`config.mk`:
```
export PLATFORM = sky130hd
export DESIGN_NAME = aes_inv_round_ctrl_flat
export DESIGN_NICKNAME = d
export VERILOG_FILES = /design/src/rtl/aes_pkg.sv /design/src/rtl/aes_inv_round_ctrl_if.sv /design/src/rtl/aes_inv_round_ctrl_stage_timer.sv /design/src/rtl/aes_inv_round_ctrl.sv /design/src/flat_wrapper.sv
export SDC_FILE = /design/constraint.sdc
export NUM_CORES = 1
export LEC_CHECK = 0
export ABC_AREA = 1
export CAP_MARGIN = 25
export CORE_MARGIN = 5
export CORE_UTILIZATION = 31
export CTS_BUF_LIST = sky130_fd_sc_hd__clkbuf_8
export CTS_CLUSTER_SIZE = 20
export DETAILED_ROUTE_END_ITERATION = 10
export PLACE_DENSITY_LB_ADDON = 0.2
export SYNTH_ARGS = -nofsm -noshare
export SYNTH_HDL_FRONTEND = slang
export SYNTH_SLANG_ARGS = --single-unit
```
`constraint.sdc`:
```
create_clock -name clk -period 2.1 [get_ports clk]
set_clock_uncertainty 0.2 [all_clocks]
set_input_delay 0.315 -clock clk [delete_from_list [all_inputs] [get_ports clk]]
set_output_delay 0.315 -clock clk [all_outputs]
set_load 0.01 [all_outputs]
```
`src/rtl/aes_pkg.sv`:
```
// Shared types and constants for the inverse-AES round sequencer.
package aes_pkg;

   typedef enum logic [2:0] {
      ST_IDLE,
      ST_INIT_ADD,
      ST_SHIFT,
      ST_SUB,
      ST_ADD,
      ST_MIX,
      ST_DONE
   } state_t;

   typedef enum logic [1:0] {
      SEL_SHIFT  = 2'b00,
      SEL_SUB    = 2'b01,
      SEL_ADDKEY = 2'b10,
      SEL_MIX    = 2'b11
   } stage_sel_t;

   localparam logic [3:0] VALID_HDR  = 4'h7;
   localparam logic [3:0] NUM_ROUNDS = 4'd10;
   localparam logic [3:0] LAST_KEY   = 4'd10;

   // stage latencies up to 255 cycles
   localparam int TMR_W = 8;

endpackage

```
`src/rtl/aes_inv_round_ctrl_if.sv`:
```
// Block request and datapath-control bundle between requester and round controller.
interface aes_inv_round_ctrl_if;

   logic       start;
   logic [3:0] header;
   logic       abort;
   logic       shift_load;
   logic       sub_load;
   logic       addkey_load;
   logic       mix_load;
   logic [1:0] stage_sel;
   logic       capture;
   logic [3:0] key_sel;
   logic [3:0] round_num;
   logic       busy;
   logic       done;
   logic       invalid;

   modport master (
      output start, header, abort,
      input  shift_load, sub_load, addkey_load, mix_load,
      input  stage_sel, capture, key_sel, round_num, busy, done, invalid
   );

   modport slave (
      input  start, header, abort,
      output shift_load, sub_load, addkey_load, mix_load,
      output stage_sel, capture, key_sel, round_num, busy, done, invalid
   );

endinterface

```
`src/rtl/aes_inv_round_ctrl_stage_timer.sv`:
```
// Per-state latency down-counter; loaded on state entry, flags first and last cycle.
module stage_timer
   import aes_pkg::*;
(
   input  logic             clk,
   input  logic             n_rst,
   input  logic             load,
   input  logic [TMR_W-1:0] load_val,
   output logic             first,
   output logic             last
);

   logic [TMR_W-1:0] cnt_q;
   logic             first_q;

   always_ff @(posedge clk) begin
      if (!n_rst) begin
         cnt_q   <= '0;
         first_q <= 1'b0;
      end else if (load) begin
         cnt_q   <= load_val;
         first_q <= 1'b1;
      end else begin
         first_q <= 1'b0;
         if (cnt_q != '0)
            cnt_q <= cnt_q - TMR_W'(1);
      end
   end

   assign first = first_q;
   assign last  = (cnt_q == TMR_W'(1));

endmodule

```
`src/rtl/aes_inv_round_ctrl.sv`:
```
// Inverse-AES round sequencer: steps the datapath through 10 inverse rounds.
//
// state     | meaning
// ----------+------------------------------------------------
// IDLE      | waiting for start
// INIT_ADD  | initial add of round key 10
// SHIFT     | inverse shift rows
// SUB       | inverse substitute bytes (SUB_LATENCY cycles)
// ADD       | add round key round_num
// MIX       | inverse mix columns (skipped in round 0)
// DONE      | one-cycle completion / bad-header report
module aes_inv_round_ctrl
   import aes_pkg::*;
#(
   parameter int SUB_LATENCY   = 4,
   parameter int OTHER_LATENCY = 1
) (
   input logic                 clk,
   input logic                 n_rst,
   aes_inv_round_ctrl_if.slave bus
);

   localparam logic [TMR_W-1:0] SUB_L   = TMR_W'(SUB_LATENCY);
   localparam logic [TMR_W-1:0] OTHER_L = TMR_W'(OTHER_LATENCY);

   state_t           state_q, state_d;
   logic [3:0]       round_q, round_d;
   logic             invalid_q, invalid_d;
   logic             tmr_load, tmr_first, tmr_last;
   logic [TMR_W-1:0] tmr_val;
   logic             act;
   logic             stage_st;
   stage_sel_t       sel;
   logic [3:0]       key;
   logic             shift_ld, sub_ld, add_ld, mix_ld, cap, done_o;

   always_ff @(posedge clk) begin
      if (!n_rst) begin
         state_q   <= ST_IDLE;
         round_q   <= '0;
         invalid_q <= 1'b0;
      end else begin
         state_q   <= state_d;
         round_q   <= round_d;
         invalid_q <= invalid_d;
      end
   end

   always_comb begin
      state_d   = state_q;
      round_d   = round_q;
      invalid_d = invalid_q;
      case (state_q)
         ST_IDLE: begin
            if (bus.start && !bus.abort) begin
               if (bus.header == VALID_HDR) begin
                  state_d   = ST_INIT_ADD;
                  round_d   = NUM_ROUNDS - 4'd1;
                  invalid_d = 1'b0;
               end else begin
                  state_d   = ST_DONE;
                  invalid_d = 1'b1;
               end
            end
         end
         ST_INIT_ADD: if (tmr_last) state_d = ST_SHIFT;
         ST_SHIFT:    if (tmr_last) state_d = ST_SUB;
         ST_SUB:      if (tmr_last) state_d = ST_ADD;
         ST_ADD:      if (tmr_last) state_d = (round_q == 4'd0) ? ST_DONE : ST_MIX;
         ST_MIX: begin
            if (tmr_last) begin
               state_d = ST_SHIFT;
               round_d = round_q - 4'd1;
            end
         end
         ST_DONE:     state_d = ST_IDLE;
         default:     state_d = ST_IDLE;
      endcase
      // abort wins over every other transition
      if (state_q != ST_IDLE && bus.abort) begin
         state_d = ST_IDLE;
         round_d = round_q;
      end
   end

   assign tmr_load = (state_d != state_q) &&
                     (state_d inside {ST_INIT_ADD, ST_SHIFT, ST_SUB, ST_ADD, ST_MIX});
   assign tmr_val  = (state_d == ST_SUB) ? SUB_L : OTHER_L;

   stage_timer u_timer (
      .clk      (clk),
      .n_rst    (n_rst),
      .load     (tmr_load),
      .load_val (tmr_val),
      .first    (tmr_first),
      .last     (tmr_last)
   );

   assign act      = !bus.abort;
   assign stage_st = state_q inside {ST_INIT_ADD, ST_SHIFT, ST_SUB, ST_ADD, ST_MIX};

   always_comb begin
      sel      = SEL_SHIFT;
      key      = 4'd0;
      shift_ld = 1'b0;
      sub_ld   = 1'b0;
      add_ld   = 1'b0;
      mix_ld   = 1'b0;
      done_o   = 1'b0;
      case (state_q)
         ST_INIT_ADD: begin
            sel    = SEL_ADDKEY;
            key    = LAST_KEY;
            add_ld = tmr_first && act;
         end
         ST_SHIFT: begin
            sel      = SEL_SHIFT;
            shift_ld = tmr_first && act;
         end
         ST_SUB: begin
            sel    = SEL_SUB;
            sub_ld = tmr_first && act;
         end
         ST_ADD: begin
            sel    = SEL_ADDKEY;
            key    = round_q;
            add_ld = tmr_first && act;
         end
         ST_MIX: begin
            sel    = SEL_MIX;
            mix_ld = tmr_first && act;
         end
         ST_DONE: done_o = act;
         default: ;
      endcase
   end

   assign cap = stage_st && tmr_last && act;

   assign bus.shift_load  = shift_ld;
   assign bus.sub_load    = sub_ld;
   assign bus.addkey_load = add_ld;
   assign bus.mix_load    = mix_ld;
   assign bus.stage_sel   = sel;
   assign bus.capture     = cap;
   assign bus.key_sel     = key;
   assign bus.round_num   = round_q;
   assign bus.busy        = (state_q != ST_IDLE);
   assign bus.done        = done_o;
   assign bus.invalid     = invalid_q;

endmodule

```
`src/flat_wrapper.sv`:
```
// flat-port wrapper written by rule: the top's interface ports become plain ports
module aes_inv_round_ctrl_flat import aes_pkg::*;
#(
   parameter int SUB_LATENCY   = 4,
   parameter int OTHER_LATENCY = 1
)
  (clk, n_rst, bus_start, bus_header, bus_abort, bus_shift_load, bus_sub_load, bus_addkey_load, bus_mix_load, bus_stage_sel, bus_capture, bus_key_sel, bus_round_num, bus_busy, bus_done, bus_invalid);
  aes_inv_round_ctrl_if bus_i ();
  input logic clk;
  input logic n_rst;
  input wire logic [$bits(bus_i.start)-1:0] bus_start;
  input wire logic [$bits(bus_i.header)-1:0] bus_header;
  input wire logic [$bits(bus_i.abort)-1:0] bus_abort;
  output wire logic [$bits(bus_i.shift_load)-1:0] bus_shift_load;
  output wire logic [$bits(bus_i.sub_load)-1:0] bus_sub_load;
  output wire logic [$bits(bus_i.addkey_load)-1:0] bus_addkey_load;
  output wire logic [$bits(bus_i.mix_load)-1:0] bus_mix_load;
  output wire logic [$bits(bus_i.stage_sel)-1:0] bus_stage_sel;
  output wire logic [$bits(bus_i.capture)-1:0] bus_capture;
  output wire logic [$bits(bus_i.key_sel)-1:0] bus_key_sel;
  output wire logic [$bits(bus_i.round_num)-1:0] bus_round_num;
  output wire logic [$bits(bus_i.busy)-1:0] bus_busy;
  output wire logic [$bits(bus_i.done)-1:0] bus_done;
  output wire logic [$bits(bus_i.invalid)-1:0] bus_invalid;
  assign bus_i.start = bus_start;
  assign bus_i.header = bus_header;
  assign bus_i.abort = bus_abort;
  assign bus_shift_load = bus_i.shift_load;
  assign bus_sub_load = bus_i.sub_load;
  assign bus_addkey_load = bus_i.addkey_load;
  assign bus_mix_load = bus_i.mix_load;
  assign bus_stage_sel = bus_i.stage_sel;
  assign bus_capture = bus_i.capture;
  assign bus_key_sel = bus_i.key_sel;
  assign bus_round_num = bus_i.round_num;
  assign bus_busy = bus_i.busy;
  assign bus_done = bus_i.done;
  assign bus_invalid = bus_i.invalid;
  aes_inv_round_ctrl #(.SUB_LATENCY(SUB_LATENCY), .OTHER_LATENCY(OTHER_LATENCY)) u_core (.clk(clk), .n_rst(n_rst), .bus(bus_i));
endmodule
```
* Yosys cells after proc, flatten, opt, wreduce, memory -nomap -nowiden *
Cells that the tools add are included.

cells by class
  $add $sub $neg = 2
  equality and inequality tests = 17
  mux-type cells = 25
  bitwise operators = 1
  reduce and logical (&&, ||, !) cells = 19

operators by type and width
  cell                   count
  $mux W3                8
  $mux W8                2
  $pmux W4 S2            2
  $eq A3 B3 Y1 const B   5
  $pmux W3 S5            1
  $eq A3 B2 Y1 const B   4
  $mux W4                3
  $reduce_bool A5 Y1     2
  $eq A8 B1 Y1 const B   1
  $reduce_bool A8 Y1     1
  $sub A8 B1 Y8 const B  1
  $mux W1                7
  $eq A3 B1 Y1 const B   2
  $logic_and A1 B1 Y1    6
  $ne A2 B1 Y1 const B   3
  $pmux W2 S3            1
  $reduce_and A5 Y1      1
  $eq A4 B3 Y1 const B   1
  $logic_not A4 Y1       1
  $reduce_bool A2 Y1     2
  $reduce_or A2 Y1       2
  $sub A4 B1 Y4 const B  1
  $logic_not A3 Y1       1
  $ne A3 B3 Y1           1
  other kinds (5)        5

word-level totals
  flip-flop bits (word level) = 17
  bits of input ports = 8
  logic and storage cells = 69

* Depth between registers and ports, before layout *
Gate-level depths: netlist (run 1).

  word-level depth = 9
  depth in mapped cells = 17

* By module *
A second synthesis (run 1) with hierarchy kept.

unflattened totals
  cell total of the unflattened synthesis = 221
  area, all modules = 1313.8 µm²

modules (own cells, without submodules)
  module              instances  cells each  area an instance (µm²)
  aes_inv_round_ctrl  1          128         721.9
  stage_timer         1          93          591.8

* Least setup slack after synthesis (run 1) *
Ideal clock, no wire load.

  kind = flip-flop to flip-flop
  from = register u_core.u_timer.cnt_q[1]
  to = register u_core.u_timer.cnt_q[2]
  arrival time = 1655 ps
  slack = 130 ps
  stages on the path, launching flop included = 17
  path buffers = 0
  clock period less this slack = 1970 ps
  cells stage by stage = dfxtp_1 inv_1 ha_1 nand2_4 nor2_8 nand2_1 o21ai_1 nand2_1 nand2_2 nand2_1 nand2_1 nand2_1 nand3_2 nand2_2 nand2_1 o21ai_1 and2_1

between the ends
  longest elaborated chain between the ends = 8

ends and longest elaborated chain
  element                                        RTL line                              text
  start, declared                                aes_inv_round_ctrl_stage_timer.sv:13  logic [TMR_W-1:0] cnt_q;
  start signal, assigned                         aes_inv_round_ctrl_stage_timer.sv:21  cnt_q <= load_val;
  start signal, assigned                         aes_inv_round_ctrl_stage_timer.sv:26  cnt_q <= cnt_q - TMR_W'(1);
  $eq A8 B1 Y1                                   aes_inv_round_ctrl_stage_timer.sv:31  assign last = (cnt_q == TMR_W'(1));
  $mux W3, on equally long branches              -
  $pmux W3 S5                                    aes_inv_round_ctrl.sv:53              case (state_q)
  $mux W3                                        aes_inv_round_ctrl.sv:80              if (state_q != ST_IDLE && bus.abort) begin
  $eq A3 B1 Y1, or another cell as far along     aes_inv_round_ctrl.sv:87              (state_d inside {ST_INIT_ADD, ST_SHIFT, ST_SUB, ST_ADD, ST_MIX});
  $reduce_bool A5 Y1                             aes_inv_round_ctrl.sv:87
  $logic_and A1 B1 Y1                            aes_inv_round_ctrl.sv:86              assign tmr_load = (state_d != state_q) &&
  $mux W8 or $reduce_bool A2 Y1 (tied branches)  -

Several ways; a longest one is shown, not always the timed one. The select of a mux whose other input is x is not followed.
A chain may end at the register's enable or synchronous reset.

* Worst setup path after layout (run 1) *
  from = register u_core.round_q[1], in the netlist u_core.bus.round_num[1]
  to = register u_core.u_timer.cnt_q[2]

between the ends
  longest elaborated chain between the ends = 9

ends and longest elaborated chain
  element                                        RTL line                  text
  start, declared                                aes_inv_round_ctrl.sv:27  logic [3:0] round_q, round_d;
  start signal, assigned                         aes_inv_round_ctrl.sv:44  round_q <= round_d;
  $logic_not A4 Y1 *                             aes_inv_round_ctrl.sv:69  ST_ADD: if (tmr_last) state_d = (round_q == 4'd0) ? ST_DONE : ST_MIX;
  $mux W2 *                                      aes_inv_round_ctrl.sv:69
  $mux W3 *                                      aes_inv_round_ctrl.sv:69
  $pmux W3 S5 *                                  aes_inv_round_ctrl.sv:53
  $mux W3 *                                      aes_inv_round_ctrl.sv:80
  $eq A3 B1 Y1, or another cell as far along     aes_inv_round_ctrl.sv:87
  $reduce_bool A5 Y1                             aes_inv_round_ctrl.sv:87
  $logic_and A1 B1 Y1                            aes_inv_round_ctrl.sv:86
  $mux W8 or $reduce_bool A2 Y1 (tied branches)  -

Mark *: on every way between the ends. The rest lies on a longest branch, timed or not.

==> results by group, run 1 <==
Worst setup path
  • WS Path Type: flop to flop
  • Crit-path most repeated cell: nand2_2
  • Crit path launch type: flop
  • Cells along the critical path: inv_2 > ha_4 > inv_1 > nor3_2 > nand2_2 > o21ai_1 > nand2_1 > nand2_4 > nand2_2 > nand2_2 > nand2_2 > nand3_4 > nand2_4 > nand2_2 > o21ai_1 > and2_1
  • Arrival @ worst endpoint: 2050 ps
  • Critical path's largest stage delay: 320 ps
  • FF-to-FF End: u_core.u_timer.cnt_q[2]
  • R2R setup slack: -10 ps
  • R2R Path Start: u_core.bus.round_num[1]
  • Crit Path Max Fanout: 6
  • Critical path's slowest cell: dfxtp_1
  • CP endpoint kind: flop
  • Levels on crit path: 16
  • CP top delay family: simple AND/OR/NAND/NOR gates
  • Critical Path RT: 2040 ps
  • WP buf/inv: 2
  • Worst r2r path cells: 16

Global routing
  • Vias in the first global route: 1261
  • Largest net degree at the start of global routing: 10
  • Initial antenna violation count: 0
  • GRT Util Overall: 12.8%
  • Total grt overflow: 0
  • First-pass GRT wire length: 5400 um

STA
  • Fin. max-slew vios: 0
  • Unrepaired setup endpoints after global routing: true
  • Worst setup margin: -9.82 ps
  • Rel. slew slack: 80.8%
  • Fin. Hold Viols: 0
  • Final min period: 2110 ps
  • Fmax: 474 MHz
  • Final setup vio count: 1
  • Worst-Margin Slew: 287 ps
  • Tcrit/Tclk final: 100%

Route
  • DR vias: 1332
  • DRC Markers: 0
  • Average wire per standard cell: 11.3 um
  • DR vias/cell: 4.58
  • DRT Pass-1 Iters: 4
  • DRT iter0 DRCs: 56
  • Post-DRT Antenna Nets: 0
  • Final WL: 3290 um

Yosys
  • Async S/R FF share, synth: 0%
  • Share of the synthesized area in the top cell type: 28.3%
  • Ys flop type: dfxtp_1
  • Most numerous cell in the Yosys netlist: nand2_1
  • Post-synth cell types: 29
  • Mapped Nets: 194
  • Synth Instances: 182
  • Area contributors post-synth: dfxtp_1 (28%), nand2_1 (11%), nor2_1 (9.1%), inv_1 (6.9%), nand3_1 (4.6%)
  • Mapped Area: 1200 um^2
  • Count of state elements after synthesis: 17
  • Synthesized area per cell: 6.60 um^2
  • Top post-synthesis cells by count: nand2_1 (35), nor2_1 (29), inv_1 (22)
  • Number of synthesized flops with an enable pin: 0
  • Seq/Total Area, Yosys: 28.3%
  • Warnings, synthesis: 0
  • Largest area contributor in the synthesized netlist: dfxtp_1

Cells and area
  • Fill count: 374
  • Finished Cell Area: 1920 um^2
  • P&R area growth vs syn: 60.0%
  • Register area: 348 um^2
  • Diodes inserted: 0
  • Cell Count, Final, Fillers Out: 291
  • Multi-input logic area: 865 um^2
  • Number of nets in the layout: 256
  • Ratio of cells with drive above 1 in the final layout: 38.7%
  • Fin util: 51.7%

Place
  • Placed insts: 280
  • Routability Congestion: 0.821
  • Post-DP Area: 1700 um^2
  • Port buffer count: 25
  • Hpwl dp: 2550 um
  • Pre-CTS WS: -256 ps

Floorplanning
  • Starting Density: 32.3%
  • Full die area: 5220 um^2
  • Rows: 22
  • Core Region: 3720 um^2
  • Die Y: 72.2 um
  • I/O pin count: 26
  • Die width: 72.2 um

Clock tree
  • Root Buffer: clkbuf_8
  • CTS tree: built
  • Number of clock sinks: 17
  • Worst-path clk slew: 70 ps
  • Post-CTS Hold Buffers: 0
  • H-tree levels: 1
  • Maximum buffer depth of the clock tree: 2
  • Clock insertion delay at the later pin of the skew report: 250 ps
  • TritonCTS buffer count: 3

Power and ir drop
  • P_leak: 0.928 nW
  • PD cells: 1200 nW/um^2
  • Peak supply drop: 0.781 mV
  • Pwr Total: 2.31 mW

Worst hold path
  • Hold depth: 2
  • Hold endpoint: u_core.bus.invalid
  • Hold path startpoint: u_core.bus.invalid
  • Hold Path Class: flop to flop

Outcome
  • Status: complete, but fails checks
  • Failing checks: setup timing

Run
  • Max_cap viols: 0
-- final cells by class --
class	count	area share, %
well taps	48	3.13
inverters	28	5.47
flip-flops and latches	17	18.1
multi-input cells	135	45.0
clock inverters	1	0.195
clock buffers	3	2.15
repair buffers	59	26.0
-- cell families after synthesis --
kind of cell	synth area share (%)
AND/OR/NAND/NOR	42.2
AO/OA/AOI/OAI	12.1
XOR/XNOR	2.92
adder cells (fa/ha/maj)	4.17
buffers and inverters	10.3
flip-flops	28.3
-- state kept, by name, summed over array words and instances (netlist names) --
signal	flops
u_core.bus.round_num	4
u_core.u_timer.cnt_q	8
u_core.u_timer.first	1
u_core.state_q	3
u_core.bus.invalid	1
-- per-stage QoR --
step	TNS, ps	hold WS [ps]
6_report	-9.82	287
5_1_grt	-832	327
4_1_cts	0	282
3_5_place_dp	-2760	271
3_3_place_gp	-2500	273
2_1_floorplan	0	241
-- timing repair --
action / in CTS / in global routing
resized for setup: 18 / 35
pin swaps: 1 / 18
setup buffers: 0 / 7
setup endpoints to repair: 13 / 11
hold endpoints to repair: 0 / 0
-- worst max path at each step --
stage,start,end,slack [ps]
floorplan,u_core.u_timer.cnt_q[1],u_core.u_timer.cnt_q[2],130
global placement,bus_abort,u_core.u_timer.cnt_q[2],-250
detailed placement,bus_abort,u_core.u_timer.cnt_q[2],-260
CTS,u_core.u_timer.cnt_q[1],u_core.u_timer.cnt_q[2],5
global route,u_core.u_timer.cnt_q[1],u_core.u_timer.cnt_q[2],-120
finish,u_core.bus.round_num[1],u_core.u_timer.cnt_q[2],-10
-- routing by layer --
layer,track usage [%],vias up,routed length [um],part of all wire [%]
met4,4.59,0,51,1.6
met1,16.9,594,1510,46
met5,0,-,0,0
met2,20.6,32,1560,47
li1,-,700,-,-
met3,2.63,6,167,5.1
-- worst register-to-register path: cells and delay by family, from the launching register on --
family,cells,cell delay [ps]
compound gates,2,140
fa+ha+maj,1,130
buf+inv,2,130
flops,1,320
simple gates,11,1070
-- power by group --
| part | internal (mW) | leakage (nW) | switching, mW |
|---|---|---|---|
| logic | 0.713 | 0.759 | 0.872 |
| clock network | 0.130 | 0.0269 | 0.109 |
| registers | 0.406 | 0.141 | 0.0769 |
-- placed cells by master (no fill, tap or decap), drive strengths merged, types with 2 or more instances in the layout --
cell and count:
nand4 2, clkbuf 3, nor2 35, inv 28
clkdlybuf4s50 13, buf 34, dlymetal6s2s 2, xor2 3
o21ai 12, dfxtp 17, nor3 5, nand3 12
a31oi 3, ha 4, dlygate4sd2 9, a21oi 10
nand2 45
Note: power is estimated with default switching activity, not from simulation.
==> inputs of run 2 (changes only) <==
--- a/config.mk
+++ b/config.mk
@@ -13,6 +13,7 @@
 export CTS_CLUSTER_SIZE = 20
 export DETAILED_ROUTE_END_ITERATION = 10
 export PLACE_DENSITY_LB_ADDON = 0.2
+export SLEW_MARGIN = 15
 export SYNTH_ARGS = -nofsm -noshare
 export SYNTH_HDL_FRONTEND = slang
 export SYNTH_SLANG_ARGS = --single-unit
==> results of run 2 <==
Same layout as run 1: the final DEF is identical, and so are final timing and power.
